`src/rtl/det_ctrl_pkg.sv`:
```
// Shared types and default sizing for the 0111110 detector sequencing controller.
package det_ctrl_pkg;

    typedef enum logic [1:0] {
        IDLE   = 2'd0,
        SHIFT  = 2'd1,
        DRAIN  = 2'd2,
        REPORT = 2'd3
    } det_state_t;

    localparam int DET_WORD_W   = 16;
    localparam int DET_CNT_W    = 4;
    localparam int DET_MIN_WORD = 7;

endpackage

```
`src/rtl/det_piso.sv`:
```
// Parallel-load, MSB-first shift register with a registered serial output.
module det_piso #(
    parameter int W = 16
) (
    input  logic         clk,
    input  logic         rst,
    input  logic         load,
    input  logic         shift,
    input  logic [W-1:0] data,
    output logic         ser
);

    logic [W-1:0] shreg_r;
    logic         ser_r;

    // Load presents the MSB immediately; each shift exposes the next bit, zeros trail.
    always_ff @(posedge clk) begin
        if (rst) begin
            shreg_r <= {W{1'b0}};
            ser_r   <= 1'b0;
        end else if (load) begin
            shreg_r <= {data[W-2:0], 1'b0};
            ser_r   <= data[W-1];
        end else if (shift) begin
            shreg_r <= {shreg_r[W-2:0], 1'b0};
            ser_r   <= shreg_r[W-1];
        end else begin
            shreg_r <= shreg_r;
            ser_r   <= ser_r;
        end
    end

    assign ser = ser_r;

endmodule

```
`src/rtl/detector_seq_ctrl.sv`:
```
// Sequences one 0111110 detector: accepts a word, streams it MSB-first, counts hits.
// Build option: DET_CNT_SAT_EN makes the hit counter saturate instead of wrapping.
module detector_seq_ctrl
    import det_ctrl_pkg::*;
#(
    parameter int WORD_W = DET_WORD_W,
    parameter int CNT_W  = DET_CNT_W
) (
    input  logic              clk,
    input  logic              rst,
    input  logic              inValid,
    input  logic [WORD_W-1:0] inData,
    output logic              inReady,
    output logic              serIn,
    output logic              detRst,
    input  logic              w,
    output logic              outValid,
    output logic [CNT_W-1:0]  hitCount,
    input  logic              outReady,
    output logic              busy
);

    localparam int BIT_W = (WORD_W > 1) ? $clog2(WORD_W) : 1;
    localparam logic [BIT_W-1:0] LAST_BIT = BIT_W'(WORD_W - 1);

    det_state_t       state_r;
    det_state_t       state_nxt_s;
    logic [BIT_W-1:0] bit_cnt_r;
    logic [CNT_W-1:0] hit_cnt_r;
    logic [CNT_W-1:0] hit_inc_s;
    logic             load_s;
    logic             shift_s;
    logic             sample_s;
    logic             in_ready_r;
    logic             det_rst_r;
    logic             out_valid_r;
    logic             busy_r;

    // State register.
    always_ff @(posedge clk) begin
        if (rst) begin
            state_r <= IDLE;
        end else begin
            state_r <= state_nxt_s;
        end
    end

    // Next-state decode and datapath strobes.
    always_comb begin
        state_nxt_s = state_r;
        load_s      = 1'b0;
        shift_s     = 1'b0;
        case (state_r)
            IDLE: begin
                if (inValid) begin
                    state_nxt_s = SHIFT;
                    load_s      = 1'b1;
                end else begin
                    state_nxt_s = IDLE;
                end
            end
            SHIFT: begin
                shift_s = 1'b1;
                if (bit_cnt_r == LAST_BIT) begin
                    state_nxt_s = DRAIN;
                end else begin
                    state_nxt_s = SHIFT;
                end
            end
            DRAIN: begin
                state_nxt_s = REPORT;
            end
            REPORT: begin
                if (outReady) begin
                    state_nxt_s = IDLE;
                end else begin
                    state_nxt_s = REPORT;
                end
            end
            default: begin
                state_nxt_s = IDLE;
            end
        endcase
    end

    // w lags serIn by one cycle, so the first SHIFT cycle has nothing to sample yet.
    assign sample_s = ((state_r == SHIFT) && (bit_cnt_r != {BIT_W{1'b0}})) ||
                      (state_r == DRAIN);

`ifdef DET_CNT_SAT_EN
    assign hit_inc_s = (hit_cnt_r == {CNT_W{1'b1}}) ? hit_cnt_r : hit_cnt_r + CNT_W'(1);
`else
    assign hit_inc_s = hit_cnt_r + CNT_W'(1);
`endif

    // Bit and hit counters.
    always_ff @(posedge clk) begin
        if (rst) begin
            bit_cnt_r <= {BIT_W{1'b0}};
            hit_cnt_r <= {CNT_W{1'b0}};
        end else if (load_s) begin
            bit_cnt_r <= {BIT_W{1'b0}};
            hit_cnt_r <= {CNT_W{1'b0}};
        end else begin
            bit_cnt_r <= (state_r == SHIFT) ? bit_cnt_r + BIT_W'(1) : bit_cnt_r;
            hit_cnt_r <= (sample_s && w) ? hit_inc_s : hit_cnt_r;
        end
    end

    // Status outputs registered from the next state so they never see inValid/outReady combinationally.
    always_ff @(posedge clk) begin
        if (rst) begin
            in_ready_r  <= 1'b1;
            det_rst_r   <= 1'b1;
            out_valid_r <= 1'b0;
            busy_r      <= 1'b0;
        end else begin
            in_ready_r  <= (state_nxt_s == IDLE);
            det_rst_r   <= !((state_nxt_s == SHIFT) || (state_nxt_s == DRAIN));
            out_valid_r <= (state_nxt_s == REPORT);
            busy_r      <= (state_nxt_s != IDLE);
        end
    end

    det_piso #(
        .W (WORD_W)
    ) u_piso (
        .clk   (clk),
        .rst   (rst),
        .load  (load_s),
        .shift (shift_s),
        .data  (inData),
        .ser   (serIn)
    );

    assign inReady  = in_ready_r;
    assign detRst   = det_rst_r;
    assign outValid = out_valid_r;
    assign hitCount = hit_cnt_r;
    assign busy     = busy_r;

endmodule

```
`config.mk`:
```
export PLATFORM = sky130hd
export DESIGN_NAME = detector_seq_ctrl
export DESIGN_NICKNAME = d
export VERILOG_FILES = /design/src/rtl/det_ctrl_pkg.sv /design/src/rtl/det_piso.sv /design/src/rtl/detector_seq_ctrl.sv
export SDC_FILE = /design/constraint.sdc
export NUM_CORES = 1
export LEC_CHECK = 0
export CAP_MARGIN = 20
export CORE_MARGIN = 3
export CORE_UTILIZATION = 49
export CTS_CLUSTER_SIZE = 8
export DETAILED_ROUTE_END_ITERATION = 7
export GPL_TIMING_DRIVEN = 0
export PLACE_DENSITY_LB_ADDON = 0.1
export SYNTH_ARGS = -nofsm -noshare
export SYNTH_HDL_FRONTEND = slang
export SYNTH_SLANG_ARGS = --single-unit
```
`constraint.sdc`:
```
create_clock -name clk -period 2.1 [get_ports clk]
set_input_delay 0.63 -clock clk [delete_from_list [all_inputs] [get_ports clk]]
set_output_delay 0.63 -clock clk [all_outputs]
set_load 0.05 [all_outputs]
```
==> out/metrics.cfg <==
[clock_tree]
clock_latency_ps = 330
clockBufferDepth = 2
htreeDepth = 2
cts_made_buffers = 5
cts.sinks = 30
post_cts_buffers = 0
cts_hold_buffers = 0
clk_pin_slew_ps = 90
cts-root-buf = clkbuf_4
tritoncts = yes

[route]
final_antenna_net_count = 0
routed_via_density = 5.52
drt_iter0_markers = 67
drt_pass1_iterations = 4
routed_wl_um = 3170
avgRoutedWirePerCell_um = 13.8
drcViolationCount = 0
vias = 1270

[timing]
clock_skew_ps = 7.21
hold_violations = 0
worst_pin_slew_ps = 575
grt_setup_unrepaired = false
report.final.slew_viol_count = 0
clock.fmax_mhz = 519
timing.final.crit_share = 0.917
slew_headroom = 0.611
setup_violations = 0
post-route-min-period_ps = 1930

[synth]
syn_nets = 192
synth_warnings = 0
yosys.area.top_type = dfxtp_1
syn_area_um2 = 1390
synth.most_common_cell = nand2_1
synth_ff_type = dfxtp_1
synth.avg_cell_area_um2 = 8.42
async_flop_share = 0
synth-edff-count = 0
synth_cell_types = 34
synth_top_area_frac = 0.432
seq_area_frac_synth = 0.432
ys_ff_latch = 30
synthCells = 165
ys_top_cells_by_count = nand2_1 (37), dfxtp_1 (30), a31oi_1 (17), o21ai_0 (16)
synth_area_leaders = dfxtp_1 (43%), nand2_1 (10%), a31oi_1 (7.7%)

[critical_path]
crit_path_max_fanout = 5
cp_top_family = buffers and inverters
critPathCaptureType = output pin
cp.buffers_inverters = 1
cp.arrival_ps = 1300
cpPeakStageDelay_ps = 550
critPathRequiredTime_ps = 1470
crit_chain = dlygate4sd2_1
cp_slowest_cell = dlygate4sd2_1
critical_path_class = flop to output pin
critPathLaunchType = flop

[global_routing]
grt_start_max_net_pins = 11
grt_pass1_vias = 1220
antenna_found_initial = 0
grt_pass1_wl_um = 5310
grt_usage = 0.203
grt-ovfl-total = 0

[pwr]
total_power_w = 0.00119
ir_worst_vdd_uv = 555
pwr_density_cell_nw_per_um2 = 672
power.leakage_nw = 0.731

[die]
rows = 18
core_area_um2 = 2590
fp.dieW_um = 59.3
ios = 30
dieArea_um2 = 3510
die_h_um = 59.3
start_util = 0.537

[flow_run]
cap_violations = 0

[cells_and_area]
drive_above_1_share = 0.0950
diodes = 0
n_fill_cell = 238
syn_to_final_growth_pct = 27.5
finalNetCount = 228
layout.cells.non_filler = 230
seqCellArea_um2 = 601
fin_util = 0.685
multi_input_area_um2 = 713

[min_path]
hold_path.class = flop to flop

[status]
status = finished clean

[place]
gp_congestion = 0.750
port_buffers = 29
hpwl_um = 2180
dp_cells = 224

[placed cells by master, fill, tap and decap left out, types with 2 or more instances in the layout]
cell type / synthesis / layout
nand2b_1: 4 / 4
o31ai_1: 3 / 3
clkbuf_4: 0 / 5
or4_1: 3 / 3
dfxtp_1: 30 / 30
nand2_1: 37 / 37
o21ba_2: 2 / 2
clkdlybuf4s50_1: 0 / 20
buf_4: 2 / 2
o21ai_0: 16 / 16
a21oi_1: 5 / 5
dlygate4sd2_1: 0 / 5
or3_1: 2 / 2
xnor2_1: 2 / 2
dlymetal6s2s_1: 0 / 4
nor2_1: 6 / 6
a31oi_1: 17 / 17
buf_2: 4 / 4
ha_1: 6 / 6
nand3_1: 3 / 3
inv_1: 6 / 6
[through the flow]
| stage | TNS, ps | worst slack, ps | instance area (um2) | hold WS (ps) |
|---|---|---|---|---|
| after floorplan | 0 | 511 | 1390 | 444 |
| after global placement | -1890 | -118 | 1720 | 456 |
| after detailed placement | -2500 | -157 | 1720 | 464 |
| after CTS | 0 | 0.948 | 1760 | 478 |
| after global routing | 0 | 96.7 | 1770 | 491 |
| final | 0 | 174 | 1770 | 480 |
[state kept, by name, indices dropped and copies added, names as in the netlist, 2 cells and up]
register,cells
state_r,2
bit_cnt_r,4
u_piso.shreg_r,15
hitCount,4
[final cells by class]
type | instances | share of cell area
Multi-Input combinational cell | 120 | 0.402
Buffer | 9 | 0.0303
Sequential cell | 30 | 0.339
Clock buffer | 6 | 0.0289
Tap cell | 30 | 0.0212
Inverter | 6 | 0.0127
Timing Repair Buffer | 29 | 0.166
[final timing paths]
kind,from,to,slack (ps),depth (start not counted)
setup reg to reg,state_r[1]$_SDFF_PP0_,outValid$_SDFF_PP0_,400,6
hold / removal,u_piso.shreg_r[7]$_SDFFE_PP0P_,u_piso.shreg_r[8]$_SDFFE_PP0P_,480,2
setup / recovery,hitCount[1]$_SDFFE_PP0P_,hitCount[1],170,1
hold reg to reg,u_piso.shreg_r[7]$_SDFFE_PP0P_,u_piso.shreg_r[8]$_SDFFE_PP0P_,480,2
[cell families after synthesis]
group	after synthesis	synth area share
AO/OA/AOI/OAI	46	0.201
flip-flops	30	0.432
buffers and inverters	15	0.0549
adder cells (fa/ha/maj)	6	0.0540
multiplexers	1	0.00720
AND/OR/NAND/NOR	64	0.232
XOR/XNOR	3	0.0189
[timing repair]
item                                    4_1_cts  5_1_grt
endpoints found under the setup margin        5        4
endpoints found under the hold margin         0        0
resized for setup                             5        4
[layer usage]
layer | global-route usage | part of all wire | vias up
met2 | 0.296 | 0.45 | 29
met3 | 0.0763 | 0.058 | 6
li1 | - | - | 648
met5 | 0 | 0 | -
met4 | 0.0971 | 0.017 | 0
met1 | 0.261 | 0.47 | 587
[where the power goes]
part | switching, W | internal, W
logic | 0.000126 | 0.000100
registers | 0.0000194 | 0.000607
clock network | 0.000189 | 0.000150
total | 0.000334 | 0.000857
No activity file was read; power rests on OpenSTA's default activity.
